$ cat src/rtl/mac_tx_retry_ctrl_pkg.sv
// Shared types and defaults for the CSMA/CD transmit retry controller.
// Build option: MAC_TX_RETRY_STATS_EN adds collision/abort statistics.
package mac_tx_retry_ctrl_pkg;

  typedef enum logic [2:0] {
    ST_IDLE,
    ST_IFG,
    ST_SEND,
    ST_JAM,
    ST_BACKOFF,
    ST_DRAIN
  } state_t;

  localparam int DEF_SLOT_TIME     = 128;
  localparam int DEF_IFG_CYCLES    = 24;
  localparam int DEF_JAM_CYCLES    = 8;
  localparam int DEF_MAX_ATTEMPTS  = 16;
  localparam int DEF_BACKOFF_LIMIT = 10;

  localparam logic [9:0] LFSR_SEED = 10'h001;

  function automatic logic [9:0] backoff_mask(
    input logic [4:0] k
  );
    logic [10:0] m;
    m = (11'd1 << k) - 11'd1;
    return m[9:0];
  endfunction

endpackage

$ cat src/rtl/mac_tx_retry_ctrl_lfsr10.sv
// 10-bit Fibonacci LFSR (taps 10,7) feeding the backoff draw.
// Build option: none (see MAC_TX_RETRY_STATS_EN in the top).
module mac_tx_retry_ctrl_lfsr10 (
  input  logic       clk,
  input  logic       rst,
  input  logic       enable,
  input  logic [9:0] seed,
  output logic [9:0] q
);

  logic fb;

  assign fb = q[9] ^ q[6];

  // an all-zero state would lock up, so it falls back to the seed
  always_ff @(posedge clk or posedge rst) begin
    if (rst) begin
      q <= seed;
    end else if (enable) begin
      if (q == '0) q <= seed;
      else         q <= {q[8:0], fb};
    end
  end

endmodule

$ cat src/rtl/mac_tx_retry_ctrl.sv
// Half-duplex Ethernet CSMA/CD retry sequencer around a replay buffer.
// Build option: MAC_TX_RETRY_STATS_EN adds stat_collisions/stat_aborts.
module mac_tx_retry_ctrl
  import mac_tx_retry_ctrl_pkg::*;
#(
  parameter int SLOT_TIME     = DEF_SLOT_TIME,
  parameter int IFG_CYCLES    = DEF_IFG_CYCLES,
  parameter int JAM_CYCLES    = DEF_JAM_CYCLES,
  parameter int MAX_ATTEMPTS  = DEF_MAX_ATTEMPTS,
  parameter int BACKOFF_LIMIT = DEF_BACKOFF_LIMIT
) (
  input  logic        clk,
  input  logic        rst,
  input  logic        buf_valid,
  input  logic        buf_ready,
  input  logic        buf_last,
  input  logic        replayable,
  input  logic        collision,
  output logic        replay,
  output logic        done,
  output logic        tx_enable,
  output logic        jam,
  output logic        drop,
  output logic        tx_ok,
  output logic        tx_abort,
  output logic        late_col
`ifdef MAC_TX_RETRY_STATS_EN
  ,
  output logic [15:0] stat_collisions,
  output logic [15:0] stat_aborts
`endif
);

  localparam int CMAX =
    (IFG_CYCLES > JAM_CYCLES) ?
    IFG_CYCLES : JAM_CYCLES;
  localparam int CW = $clog2(CMAX + 1);
  localparam int SW =
    (SLOT_TIME > 1) ? $clog2(SLOT_TIME) : 1;

  state_t          state;
  logic [CW-1:0]   cnt;
  logic [SW-1:0]   slot_cnt;
  logic [9:0]      slots;
  logic [4:0]      attempts;
  logic            late_r;
  logic            ifg_to_send;
  logic [9:0]      lfsr_q;

  logic            hs;
  logic            last_hs;
  logic            col;
  logic [4:0]      att_inc;
  logic            att_max;
  logic [4:0]      k;
  logic [9:0]      r;

  mac_tx_retry_ctrl_lfsr10 u_lfsr (
    .clk    (clk),
    .rst    (rst),
    .enable (1'b1),
    .seed   (LFSR_SEED),
    .q      (lfsr_q)
  );

  assign hs      = buf_valid & buf_ready;
  assign last_hs = hs & buf_last;
  assign col     = (state == ST_SEND) & collision;
  assign att_inc = attempts + 5'd1;
  assign att_max = (att_inc == 5'(MAX_ATTEMPTS));

  assign k = (attempts > 5'(BACKOFF_LIMIT)) ?
             5'(BACKOFF_LIMIT) : attempts;
  assign r = lfsr_q & backoff_mask(k);

  assign tx_enable = (state == ST_SEND);
  assign jam       = (state == ST_JAM);
  assign drop      = (state == ST_DRAIN);

  // collision outranks a simultaneous last handshake
  assign tx_ok    = tx_enable & last_hs & ~collision;
  assign replay   = col & replayable & ~att_max;
  assign done     = tx_ok
                  | (col & (~replayable | att_max));
  assign tx_abort = drop & last_hs;
  assign late_col = tx_abort & late_r;

  always_ff @(posedge clk or posedge rst) begin
    if (rst) begin
      state       <= ST_IDLE;
      cnt         <= '0;
      slot_cnt    <= '0;
      slots       <= '0;
      attempts    <= '0;
      late_r      <= 1'b0;
      ifg_to_send <= 1'b0;
    end else begin
      unique case (state)
        ST_IDLE: begin
          if (buf_valid) begin
            state       <= ST_IFG;
            cnt         <= CW'(IFG_CYCLES - 1);
            ifg_to_send <= 1'b1;
          end
        end
        ST_IFG: begin
          if (cnt == '0) begin
            state <= ifg_to_send ? ST_SEND : ST_IDLE;
          end else begin
            cnt <= cnt - 1'b1;
          end
        end
        ST_SEND: begin
          if (collision) begin
            if (replayable) begin
              attempts <= att_inc;
              if (att_max) begin
                state  <= ST_DRAIN;
                late_r <= 1'b0;
              end else begin
                state <= ST_JAM;
                cnt   <= CW'(JAM_CYCLES - 1);
              end
            end else begin
              state  <= ST_DRAIN;
              late_r <= 1'b1;
            end
          end else if (last_hs) begin
            attempts    <= '0;
            state       <= ST_IFG;
            cnt         <= CW'(IFG_CYCLES - 1);
            ifg_to_send <= 1'b0;
          end
        end
        ST_JAM: begin
          if (cnt == '0) begin
            if (r == '0) begin
              state       <= ST_IFG;
              cnt         <= CW'(IFG_CYCLES - 1);
              ifg_to_send <= 1'b1;
            end else begin
              state    <= ST_BACKOFF;
              slots    <= r;
              slot_cnt <= SW'(SLOT_TIME - 1);
            end
          end else begin
            cnt <= cnt - 1'b1;
          end
        end
        ST_BACKOFF: begin
          if (slot_cnt == '0) begin
            if (slots == 10'd1) begin
              state       <= ST_IFG;
              cnt         <= CW'(IFG_CYCLES - 1);
              ifg_to_send <= 1'b1;
            end else begin
              slots    <= slots - 10'd1;
              slot_cnt <= SW'(SLOT_TIME - 1);
            end
          end else begin
            slot_cnt <= slot_cnt - 1'b1;
          end
        end
        ST_DRAIN: begin
          if (last_hs) begin
            attempts <= '0;
            late_r   <= 1'b0;
            state    <= ST_IDLE;
          end
        end
        default: state <= ST_IDLE;
      endcase
    end
  end

`ifdef MAC_TX_RETRY_STATS_EN
  always_ff @(posedge clk or posedge rst) begin
    if (rst) begin
      stat_collisions <= '0;
      stat_aborts     <= '0;
    end else begin
      if (col && stat_collisions != 16'hFFFF)
        stat_collisions <= stat_collisions + 16'd1;
      if (tx_abort && stat_aborts != 16'hFFFF)
        stat_aborts <= stat_aborts + 16'd1;
    end
  end
`endif

endmodule

$ cat config.mk
export PLATFORM = sky130hd
export DESIGN_NAME = mac_tx_retry_ctrl
export DESIGN_NICKNAME = d
export VERILOG_FILES = /design/src/rtl/mac_tx_retry_ctrl_pkg.sv /design/src/rtl/mac_tx_retry_ctrl_lfsr10.sv /design/src/rtl/mac_tx_retry_ctrl.sv
export SDC_FILE = /design/constraint.sdc
export NUM_CORES = 1
export LEC_CHECK = 0
export ABC_AREA = 1
export ABC_CLOCK_PERIOD_IN_PS = 2100
export CORE_MARGIN = 2
export CORE_UTILIZATION = 50
export CTS_BUF_LIST = sky130_fd_sc_hd__clkbuf_8
export DETAILED_ROUTE_END_ITERATION = 10
export PLACE_DENSITY = 0.71
export SLEW_MARGIN = 20
export SYNTH_ARGS = -nofsm -noshare
export SYNTH_HDL_FRONTEND = slang
export SYNTH_SLANG_ARGS = --single-unit
$ cat constraint.sdc
create_clock -name clk -period 2.1 [get_ports clk]
set_input_delay 0.42 -clock clk [delete_from_list [all_inputs] [get_ports clk]]
set_output_delay 0.42 -clock clk [all_outputs]
set_load 0.1 [all_outputs]
==> impl_metrics.csv <==
group,metric,value,unit
status,outcome,"finished with violations",
status,failed_checks,"negative setup slack",
finish,layout_commonest_cell,"nand2_1",
timing,fin_ws,-208,ps
job,drv_cap,0,
critical_path,setup.worst_path.start_class,"register",
finish,post_route_cells_drive_above_1_share,35.5,%
pwr,pwr_per_cell_area,1460,nW/um^2
synth,synth_fp_nets,393,
critical_path,timing.setup.critical_path_class,"reg -> out",
critical_path,crit_required,1680,ps
route,ant_nets,0,
synth,top_area_cell_type_share_of_the_netlist_area,36.8,%
clock_network,ctsLongestPathBuffers,2,
finish,synthToLayoutAreaGrowth,41.6,%
pwr,internal_power,3.06,mW
floorplanning,top_level_ports,15,
global_routing,grt_overflow,0,
timing,setup-violations-final,22,
timing,slew_headroom,75.0,%
timing,layout_worst_path_cycle_share,110,%
synth,synthDominantAreaCellType,"dfrtp_1",
floorplanning,floorplan.die_area,6190,um^2
finish,final_cell_mix,"nand2_1, buf_4, inv_1",
critical_path,cp_data_arrival_time,1890,ps
clock_network,cts_h_tree_depth,2,
synth,ys_types,41,
critical_path,timing.critical_path.slowest_cell_delay,410,ps
timing,fin_worst_skew,9.39,ps
pwr,share_seq_of_total_power,23.3,%
timing,maxClockFrequency,0.433,GHz
clock_network,tritoncts.num_buffers,5,
route,avgRoutedWirePerCell,13.7,um
critical_path,critical_path_peak_fanout,3,
placement,detailed_place_hpwl,4630,um
critical_path,library_cell_contributing_the_largest_single_delay_on_the_critical_path,"dfrtp_1",
synth,synth-seq-area-share,37.7,%
finish,finalNetCount,461,
floorplanning,row_count,27,
pwr,swShare,47.1,%
route,detail_route.drc_violations,0,
route,detail_route.vias_per_cell,5.24,
clock_network,cts.root.buffer_cell,"clkbuf_8",
timing,timing.final.crit_period,2310,ps
placement,gp_congestion,0.885,
pwr,power.net_switching,2.73,mW
route,dr.pass1.iters,5,
route,detailroute.via_count,2725,
clock_network,cts.clk_slew.worst_paths,70,ps
placement,detailedPlace.worstSlack,-72.9,ps
synth,post_synth_main_area_contributors,"dfrtp_1, nand2_1, inv_1, nor2_1, o21ai_0",
pwr,power.static_leakage,1.88,nW
floorplanning,design.core.area,5440,um^2
floorplanning,die_h,78.7,um
synth,number_of_warnings_printed_during_yosys_synthesis,0,
pwr,share_comb_of_total_power,65.8,%
global_routing,globalRouteTotalUtil,22.6,%
synth,postSynthCellCount,379,
placement,buffer_ports.inserted,14,
route,routed_wl,7130,um
clock_network,cts_hold_buf,0,
global_routing,grt_max_degree,43,
clock_network,clock_sink_count,42,
timing,timing_hold_violations_final,0,
clock_network,cts_tree,"built",
global_routing,wire_length_of_the_first_global_routing_pass,11400,um
synth,cell_area_synth,2790,um^2
timing,max_slew_violation_total_from_the_final_report,0,
finish,diodes,0,
pwr,clock_power_share,10.9,%
critical_path,end_kind,"primary output",
synth,synth_seq_cells,42,
clock_network,clk-insertion-delay-late,290,ps
timing,tightest_slew,366,ps
global_routing,number_of_antenna_violations_at_the_first_check_in_global_routing,0,
floorplanning,effective_utilization_at_floorplan,51.3,%
global_routing,number_of_global_route_vias_before_repair,2581,
timing,grt_setup_unrepaired,"yes",
critical_path,cp_cell_sequence,"ha_4 > nand2_2 > nor2_2 > xor2_1 > nor2_1 > a21oi_2 > inv_2 > nand2_4 > o21ai_4 > buf_12",
pwr,post-layout-total-power,5.79,mW
pwr,peakVddDrop,854,uV
worst_hold_path,holdCritPathClass,"reg -> reg",
floorplanning,dieWidth,78.7,um
route,detailedRoute.firstIterationViolations,165,
synth,syn-mean-instance-area,7.36,um^2
## power groups by stage
stage | registers [mW] | clock network (mW) | logic [mW]
6_report | 1.35 | 0.629 | 3.81
5_1_grt | 1.38 | 0.670 | 4.23
3_3_place_gp | 1.34 | 0 | 2.94
3_5_place_dp | 1.35 | 0 | 2.99
4_1_cts | 1.33 | 0.636 | 3.27
2_1_floorplan | 1.28 | 0 | 2.21
## per-layer routing
layer / vias up / GRT usage, % / part of all wire (%)
li1: 1368 / - / -
met1: 1285 / 29.3 / 44
met5: - / 0 / 0
met2: 57 / 38.9 / 51
met3: 15 / 3.52 / 3.5
met4: 0 / 7.37 / 1.9
## worst max-delay path, delay by kind of cell, from the launching register on
kind,cells,cell delay [ps]
AOI/OAI and AO/OA,2,210
xor gates and xnor gates,1,220
adders and majority gates,1,170
buffers and inverters,2,240
DFF,1,410
and+or+nand+nor,4,340
## cells by family after synthesis
kind of cell    count (synthesis)  share of synthesized area [%]
compound gates                 58                           11.4
xor+xnor                       10                           3.14
fa+ha+maj                       7                           3.14
buf+inv                        72                           10.8
flops                          42                           37.7
simple gates                  190                           33.8
## sequential cells by signal, summed over array words and instances, names as in the netlist
name         flops
cnt              5
ifg_to_send      1
late_r           1
slot_cnt         7
slots           10
attempts         5
u_lfsr.q        10
state            3
## cell type report
cell class	instances	area, um^2
clock inverter	3	37.5
tap	72	90.1
clock buffer	5	68.8
timing repair buffer	73	709
multi-input combinational	267	1760
sequential	42	1050
fill	388	1490
inverter	58	233
## repair_timing
item,4_1_cts,5_1_grt
setup endpoints to repair,8,31
pin swaps,10,24
endpoints found under the hold margin,0,0
gates resized for setup,21,48
gates cloned,0,2
setup buffers,11,16
## through the flow
stage	setup TNS [ps]	hold slack (ps)	instances	instance area (um^2)	utilization (%)
after floorplan	-6430	412	379	2850	-
after global placement	0	389	483	3330	61.3
after detailed placement	-318	398	483	3330	61.3
after CTS	-342	415	502	3610	66.4
after global routing	-4710	431	520	3950	72.6
final	-1940	418	520	3950	72.6
## synth_stat cells
cell        n
clkbuf_1   11
buf_6       2
o21ai_0    25
clkinv_4    1
nand2_2    10
a211oi_1    2
o21ai_1     7
a21oi_2     1
xnor2_1     3
nor4_2      1
nor4_1      2
o32ai_1     1
nand3_2     2
o21ai_2     1
nor2_4      3
nand3b_1    1
nor3_2      2
dfstp_2     1
nand2_1    78
nand4_4     2
nand4_2     1
nor2_1     39
inv_1      49
or2_2       1
ha_1        7
clkinv_1    1
xor2_1      7
a2111oi_0   1
o2111ai_1   1
and3_1      1
nor2_2      9
nor3_1      5
nand2_4     1
nand4_1    11
a31oi_1     2
nand3_1    21
dfrtp_1    41
buf_8       1
a21oi_1    15
inv_2       7
o22ai_1     2
## worst paths after layout
kind | to | from | slack [ps] | cells past startpoint
hold reg to reg | u_lfsr.q[9]$_DFF_PP0_ | u_lfsr.q[8]$_DFF_PP0_ | 420 | 0
setup / recovery | done | attempts[1]$_DFFE_PP0P_ | -210 | 10
max in group asynchronous | u_lfsr.q[0]$_DFF_PP1_ | rst | 1360 | 3
min in group asynchronous | slot_cnt[4]$_DFFE_PP0P_ | rst | 470 | 3
setup reg to reg | cnt[1]$_DFFE_PP0P_ | attempts[0]$_DFFE_PP0P_ | -110 | 15
hold / removal | u_lfsr.q[9]$_DFF_PP0_ | u_lfsr.q[8]$_DFF_PP0_ | 420 | 0
No activity file was read; power rests on OpenSTA's default activity.
